**config.mk**
```make
export PLATFORM = sky130hd
export DESIGN_NAME = capacitance_scan_controller_flat
export DESIGN_NICKNAME = d
export VERILOG_FILES = /design/src/rtl/capacitance_scan_controller_if.sv /design/src/rtl/capacitance_scan_controller.sv /design/src/flat_wrapper.sv
export SDC_FILE = /design/constraint.sdc
export NUM_CORES = 1
export LEC_CHECK = 0
export CAP_MARGIN = 25
export CORE_MARGIN = 2
export CORE_UTILIZATION = 37
export CTS_CLUSTER_SIZE = 24
export DETAILED_ROUTE_END_ITERATION = 6
export GPL_ROUTABILITY_DRIVEN = 0
export PLACE_DENSITY = 0.52
export SETUP_SLACK_MARGIN = 0.15
export SYNTH_ARGS = -nofsm -noshare
export SYNTH_HDL_FRONTEND = slang
export SYNTH_SLANG_ARGS = --single-unit
```
**constraint.sdc**
```tcl
create_clock -name clk -period 4.3 [get_ports clk]
set_input_delay 0.86 -clock clk [delete_from_list [all_inputs] [get_ports clk]]
set_output_delay 0.86 -clock clk [all_outputs]
set_load 0.05 [all_outputs]
```
**src/rtl/capacitance_scan_controller_if.sv**
```systemverilog
// capacitance_scan_controller_if: host-side scan command and result handshake
// start/chan_mask: scan request; result/result_chan/timeout_flag: payload;
// result_valid/result_ready: result handshake (master = host, slave = controller)
interface capacitance_scan_controller_if #(
  parameter int CHANNELS = 4,
  parameter int CNT_W = 24
);
  localparam int SEL_W = $clog2(CHANNELS);
  logic start;
  logic [CHANNELS-1:0] chan_mask;
  logic [CNT_W-1:0] result;
  logic [SEL_W-1:0] result_chan;
  logic timeout_flag;
  logic result_valid;
  logic result_ready;
  modport master (output start, chan_mask, result_ready, input result, result_chan, timeout_flag, result_valid);
  modport slave (input start, chan_mask, result_ready, output result, result_chan, timeout_flag, result_valid);
endinterface

```
**src/rtl/capacitance_scan_controller.sv**
```systemverilog
// capacitance_scan_controller: time-shares one capacitance front end across mux channels and times reference periods
// clk/rst_n: clock, async active-low reset; reference: async reference state from the switching stage
// front_reset/chan_sel: front-end reset and analog mux select; busy: scan in progress; bus: host scan/result handshake
module capacitance_scan_controller #(
  parameter int CHANNELS = 4,
  parameter logic [15:0] SETTLE = 16'd400,
  parameter int CYCLES = 8,
  parameter int CNT_W = 24,
  parameter logic [CNT_W-1:0] TIMEOUT = 24'd4000000,
  localparam int SEL_W = $clog2(CHANNELS)
) (
  input  logic clk,
  input  logic rst_n,
  input  logic reference,
  output logic front_reset,
  output logic [SEL_W-1:0] chan_sel,
  output logic busy,
  capacitance_scan_controller_if.slave bus
);
  typedef enum logic [2:0] {S_IDLE, S_SETTLE, S_ARM, S_MEASURE, S_REPORT} state_t;
  state_t state, nxt;
  logic [1:0] sync;
  logic prev;
  logic [CNT_W-1:0] cnt, timer;
  logic [7:0] edges;
  logic [CHANNELS-1:0] mask;
  logic [SEL_W:0] first_pick, next_pick;
  logic edge_det, tmo, settle_done, last_edge, measuring;
  // {found, index} of the lowest set mask bit at or above from
  function automatic logic [SEL_W:0] pick(input logic [CHANNELS-1:0] m, input int from);
    pick = '0;
    for (int i = CHANNELS - 1; i >= 0; i--)
      if (m[i] && i >= from) pick = {1'b1, SEL_W'(i)};
  endfunction
  assign first_pick = pick(bus.chan_mask, 0);
  assign next_pick = pick(mask, int'(chan_sel) + 1);
  assign edge_det = sync[1] ^ prev;
  assign tmo = timer == TIMEOUT;
  assign settle_done = cnt == CNT_W'(SETTLE - 16'd1);
  // the first edge is counted on leaving ARM, so this is edge number 2*CYCLES
  assign last_edge = edges == 8'(2 * CYCLES - 1);
  assign measuring = state == S_ARM || state == S_MEASURE;
  always_ff @(posedge clk or negedge rst_n)
    if (!rst_n) state <= S_IDLE;
    else state <= nxt;
  always_comb begin
    nxt = state;
    front_reset = !measuring;
    busy = state != S_IDLE;
    case (state)
      S_IDLE:    nxt = (bus.start && |bus.chan_mask) ? S_SETTLE : S_IDLE;
      S_SETTLE:  nxt = settle_done ? S_ARM : S_SETTLE;
      S_ARM:     nxt = tmo ? S_REPORT : edge_det ? S_MEASURE : S_ARM;
      S_MEASURE: nxt = (tmo || (edge_det && last_edge)) ? S_REPORT : S_MEASURE;
      S_REPORT:  nxt = !bus.result_ready ? S_REPORT : next_pick[SEL_W] ? S_SETTLE : S_IDLE;
      default:   nxt = S_IDLE;
    endcase
  end
  always_ff @(posedge clk or negedge rst_n)
    if (!rst_n) begin
      sync <= '0;
      prev <= 1'b0;
      cnt <= '0;
      timer <= '0;
      edges <= '0;
      mask <= '0;
      chan_sel <= '0;
      bus.result <= '0;
      bus.result_chan <= '0;
      bus.timeout_flag <= 1'b0;
      bus.result_valid <= 1'b0;
    end else begin
      sync <= {sync[0], reference};
      prev <= sync[1];
      // cnt: settle timer in SETTLE, clocks since the first edge in MEASURE
      cnt <= ((state == S_SETTLE && !settle_done) || state == S_MEASURE) ? cnt + 1'b1 : '0;
      // timer spans ARM and MEASURE without restarting at the first edge
      timer <= measuring ? timer + 1'b1 : '0;
      edges <= state == S_ARM ? 8'd1 : (state == S_MEASURE && edge_det) ? edges + 8'd1 : edges;
      if (state == S_IDLE && nxt == S_SETTLE) begin
        mask <= bus.chan_mask;
        chan_sel <= first_pick[SEL_W-1:0];
      end
      if (state == S_REPORT && nxt == S_SETTLE) chan_sel <= next_pick[SEL_W-1:0];
      if (measuring && nxt == S_REPORT) begin
        bus.result <= tmo ? '1 : cnt + 1'b1;
        bus.result_chan <= chan_sel;
        bus.timeout_flag <= tmo;
        bus.result_valid <= 1'b1;
      end
      if (state == S_REPORT && bus.result_ready) bus.result_valid <= 1'b0;
    end
endmodule

```
**src/flat_wrapper.sv**
```systemverilog
// flat-port wrapper written by rule: the top's interface ports become plain ports
module capacitance_scan_controller_flat 
#(
  parameter int CHANNELS = 4,
  parameter logic [15:0] SETTLE = 16'd400,
  parameter int CYCLES = 8,
  parameter int CNT_W = 24,
  parameter logic [CNT_W-1:0] TIMEOUT = 24'd4000000,
  localparam int SEL_W = $clog2(CHANNELS)
)
  (clk, rst_n, reference, front_reset, chan_sel, busy, bus_start, bus_chan_mask, bus_result_ready, bus_result, bus_result_chan, bus_timeout_flag, bus_result_valid);
  capacitance_scan_controller_if #(.CHANNELS(CHANNELS), .CNT_W(CNT_W)) bus_i ();
  input  logic clk;
  input  logic rst_n;
  input  logic reference;
  output logic front_reset;
  output logic [SEL_W-1:0] chan_sel;
  output logic busy;
  input wire logic [$bits(bus_i.start)-1:0] bus_start;
  input wire logic [$bits(bus_i.chan_mask)-1:0] bus_chan_mask;
  input wire logic [$bits(bus_i.result_ready)-1:0] bus_result_ready;
  output wire logic [$bits(bus_i.result)-1:0] bus_result;
  output wire logic [$bits(bus_i.result_chan)-1:0] bus_result_chan;
  output wire logic [$bits(bus_i.timeout_flag)-1:0] bus_timeout_flag;
  output wire logic [$bits(bus_i.result_valid)-1:0] bus_result_valid;
  assign bus_i.start = bus_start;
  assign bus_i.chan_mask = bus_chan_mask;
  assign bus_i.result_ready = bus_result_ready;
  assign bus_result = bus_i.result;
  assign bus_result_chan = bus_i.result_chan;
  assign bus_timeout_flag = bus_i.timeout_flag;
  assign bus_result_valid = bus_i.result_valid;
  capacitance_scan_controller #(.CHANNELS(CHANNELS), .SETTLE(SETTLE), .CYCLES(CYCLES), .CNT_W(CNT_W), .TIMEOUT(TIMEOUT)) u_core (.clk(clk), .rst_n(rst_n), .reference(reference), .front_reset(front_reset), .chan_sel(chan_sel), .busy(busy), .bus(bus_i));
endmodule
```
Yosys cells after proc, flatten, opt, wreduce, memory -nomap -nowiden
Index checks and enable logic that the tools add are counted.
{"block": "totals", "ff_bits": 96, "in_bits": 9, "output_inout_bits": 32, "wordCells": 78}
{"block": "classes", "addsub": 4, "n_lt_le_gt_ge": 4, "eq_ne": 9, "muxes": 25, "n_bitwise": 1, "n_reduce_logical": 23}
{"cell": "$mux 24", "count": 3}
{"cell": "$ge 3x32->1 const A", "count": 2}
{"cell": "$add 24x1->24 const B", "count": 2}
{"cell": "$ge 1x32->1 const A", "count": 1}
{"cell": "$ge 2x32->1 const A", "count": 1}
{"cell": "$eq 24x22->1 const B", "count": 1}
{"cell": "$eq 24x9->1 const B", "count": 1}
{"cell": "$mux 3", "count": 7}
{"cell": "$mux 8", "count": 2}
{"cell": "$pmux 3 s5", "count": 1}
{"cell": "$mux 2", "count": 7}
{"cell": "$logic_and 1x1->1", "count": 12}
{"cell": "$add 8x1->8 const B", "count": 1}
{"cell": "$eq 8x4->1 const B", "count": 1}
{"cell": "$eq 3x1->1 const B", "count": 2}
{"cell": "$eq 3x2->1 const B", "count": 2}
{"cell": "$eq 3x3->1 const B", "count": 2}
{"cell": "$reduce_bool 2->1", "count": 3}
{"cell": "$mux 1", "count": 5}
{"cell": "$reduce_or 4->1", "count": 1}
{"cell": "$add 2x1->3 const B", "count": 1}
{"cell": "$logic_not 3->1", "count": 1}
{"cell": "$logic_or 1x1->1", "count": 3}
{"cell": "$reduce_bool 3->1", "count": 1}
{"cell": "other kinds (2)", "count": 3}

Logic depth before layout (Yosys ltp)
{"block": "depth", "ltp_word": 14, "ltp_mapped": 9, "mapped_depth_nobuf": 7}

Least setup slack after synthesis
OpenSTA, ideal clock, no wires.
{"block": "synth_path", "path_type": "register to output", "from": "reg u_core.state[1]", "to": "out front_reset", "arrival_time_ns": 1.442, "required_ns": 3.440, "slack_ns": 1.998, "stages_incl_launch_ff": 4, "path_buffers": 1, "cell_sequence": "dfrtp_1 -> and2b_1 -> inv_2 -> buf_1"}
{"block": "synth_between", "elab_chain_len": 3, "elab_cells_between_ends": 4, "classes_between": "eq/ne: 2; reduce/logical: 2"}
{"item": "start: declaration", "line_no": "capacitance_scan_controller.sv:21", "text": "state_t state, nxt;"}
{"item": "start signal: assignment", "line_no": "capacitance_scan_controller.sv:45", "text": "else state <= nxt;"}
{"item": "$eq 3x2->1", "line_no": "capacitance_scan_controller.sv:42", "text": "assign measuring = state == S_ARM || state == S_MEASURE;"}
{"item": "$logic_or 1x1->1 (*)", "line_no": "capacitance_scan_controller.sv:42"}
{"item": "$logic_not 1->1 (*)", "line_no": "capacitance_scan_controller.sv:48", "text": "front_reset = !measuring;"}
{"item": "end: declaration", "line_no": "flat_wrapper.sv:16", "text": "output logic front_reset;"}
Every way passes the cells marked *; elsewhere a longest branch is shown, timed or not.

Worst setup path after layout
{"block": "layout_path", "from": "reg u_core.state[2]", "to": "out front_reset"}
Same word-level chain as after synthesis.

==> impl_metrics.yaml <==
sta:
  worst_slack_ps: 1050
  fin_crit_sh: 0.757
  worstMarginPinSlew_ps: 857
  max_clock_freq_ghz: 0.307
  setup_tns_ps: 0
  hold_viol: 0
  slew_violations: 0
  finalClockSkew_ps: 9.56
  rsz0062_at_grt: "false"
  finalSetupViolations: 0
  slew-limit-headroom: 0.428
  layout_min_cycle_time_ps: 3250
outcome:
  status: "complete, no violations"
yosys:
  syn-cell-area_um2: 4510
  ys.flop_type: "dfrtp_1"
  ys_types: 55
  async_flop_share: 1.00
  syn_avg_cell_area_um2: 10.9
  synth_seq_area_share: 0.527
  synth_edf_count: 0
  synthCells: 413
  syn_nets: 426
  synth-seq-cells: 95
  yosys_warnings: 0
route:
  wl_um: 8770
  ant_nets: 0
  drt_iter0_drc: 115
  viasPerCell: 5.13
  drc: 0
  dr_total_vias: 3110
  wl_per_cell_um: 14.5
  drt_pass1_iterations: 4
critical_path:
  arrival_ps: 2390
  startpoint: "u_core.state[2]$_DFF_PN0_"
  end_kind: "output pin"
  critPathLaunchType: "flip-flop"
  timing.rr.start: "u_core.timer[0]$_DFF_PN0_"
  required_ps: 3440
  path_max_fanout: 28
  r2r_cells: 8
  worstSetupPathType: "flip-flop to output pin"
  reg2reg_slack_ps: 1700
cells_and_area:
  layout-drive-gt1-share: 0.113
  final_cell_mix: "dfrtp_1 (95), nor2_1 (65), clkdlybuf4s50_1 (39)"
  final_common_cell: "dfrtp_1"
  syn_to_final_growth_pct: 17.9
  fin_nets: 467
  diodes: 0
  final_area_um2: 5310
cts:
  clockRootBuffer: "clkbuf_16"
  clock_latency_ps: 350
  cts.path.max_buffers: 2
  htreeDepth: 3
  cts_resized: 0
  cts_sinks: 95
  postCtsHoldBufs: 0
  cts_buffers: 9
  cts.clk_slew.worst_paths_ps: 60
  cts_tree: "built"
  cts_setup_buffers: 0
floorplanning:
  dieArea_um2: 13100
  start_util: 0.377
  die_height_um: 114
  core_um2: 12000
  ios: 41
  rows: 40
  chipWidth_um: 114
pwr:
  leakage_nw: 2.28
  power_mw: 1.99
  p_per_area_nw_per_um2: 374
  ir_drop_v: 0.000178
placed_design:
  place_area_um2: 5020
  pre_cts_ws_ps: 1390
  io_buffers: 40
  hpwl_um: 6030
min_path:
  min_path_type: "flip-flop to flip-flop"
  hp-start: "u_core.sync[0]$_DFF_PN0_"
  whs_path_depth: 0
grt:
  grt_pass1_wl_um: 15100
  grt_use_total: 0.147
  grt_pass1_vias: 3082
  antenna_found_initial: 0
  grt_max_degree: 70
  grt_overflow_total: 0
job:
  cap_violations: 0
==> where the power goes <==
part           switching [mW]  internal, mW
clock                   0.349         0.454
combinational           0.115        0.0765
sequential             0.0612         0.934
total                   0.525          1.46
==> layer usage <==
metal | part of all wire | wire length (µm) | global-route usage | vias up
met4 | 0.023 | 202 | 0.0724 | 0
met1 | 0.53 | 4600 | 0.217 | 1519
met2 | 0.42 | 3690 | 0.206 | 49
li1 | - | - | - | 1530
met3 | 0.030 | 267 | 0.0281 | 12
met5 | 0 | 0 | 0 | -
==> Yosys cell counts, drive strengths merged, types with 2 or more instances <==
master	number	area (µm²)
buf	10	86.3
nor2	65	244
nor4b	3	26.3
clkbuf	2	7.51
a2bb2oi	16	196
or3	3	18.8
nor3b	2	15.0
nand2	30	115
mux2	13	146
nor2b	3	18.8
xnor2	19	166
a32oi	2	17.5
o21ai	8	51.3
dfrtp	95	2380
nor4	10	87.6
a21oi	5	28.8
and4	4	35.0
or4	3	26.3
and3	8	50.1
ha	4	50.1
and2	4	25.0
nand2b	3	18.8
nand3	26	135
xor2	32	280
nand4	14	87.6
nor3	6	46.3
inv	10	37.5
==> cell type report <==
| type | count | area [µm²] |
|---|---|---|
| repair buffers | 42 | 413 |
| well taps | 147 | 184 |
| clock buffers | 10 | 229 |
| multi-input cells | 296 | 2010 |
| inverters | 10 | 37.5 |
| flip-flops and latches | 95 | 2380 |
| clock inverters | 6 | 67.6 |
| fillers | 1145 | 6650 |
==> state kept, by name, summed over array words and instances (netlist names), 3 cells and up <==
| name | flops |
|---|---|
| u_core.edges | 8 |
| u_core.mask | 3 |
| u_core.state | 3 |
| u_core.timer | 24 |
| u_core.bus.result | 24 |
| u_core.cnt | 24 |
==> critical path: stages, from the launching register on <==
cell,delay [ps]
dfrtp_1,460
and2b_1,290
inv_2,400
clkdlybuf4s50_1,900
==> kinds of logic after synthesis <==
group | Yosys count | synth area share
xor+xnor | 51 | 0.0991
compound gates | 39 | 0.0802
fa+ha+maj | 4 | 0.0111
simple gates | 188 | 0.218
flops | 95 | 0.527
buf+inv | 22 | 0.0291
mux | 14 | 0.0347
==> metrics by stage <==
stage                     hold slack (ps)  utilization  cells
after floorplan                       331            -    413
after global placement                334        0.419    590
after detailed placement              340        0.419    590
after CTS                             355        0.444    606
after global routing                  356        0.444    606
final                                 352        0.444    606
==> final timing paths <==
kind                                                          to
worst min-delay path                    u_core.sync[1]$_DFF_PN0_
worst max-delay path                                 front_reset
worst min register to register          u_core.sync[1]$_DFF_PN0_
max in group asynchronous              u_core.state[0]$_DFF_PN0_
min in group asynchronous              u_core.timer[9]$_DFF_PN0_
worst max register to register  u_core.bus.result[2]$_DFFE_PN0P_
(Power assumes the default switching activity.)
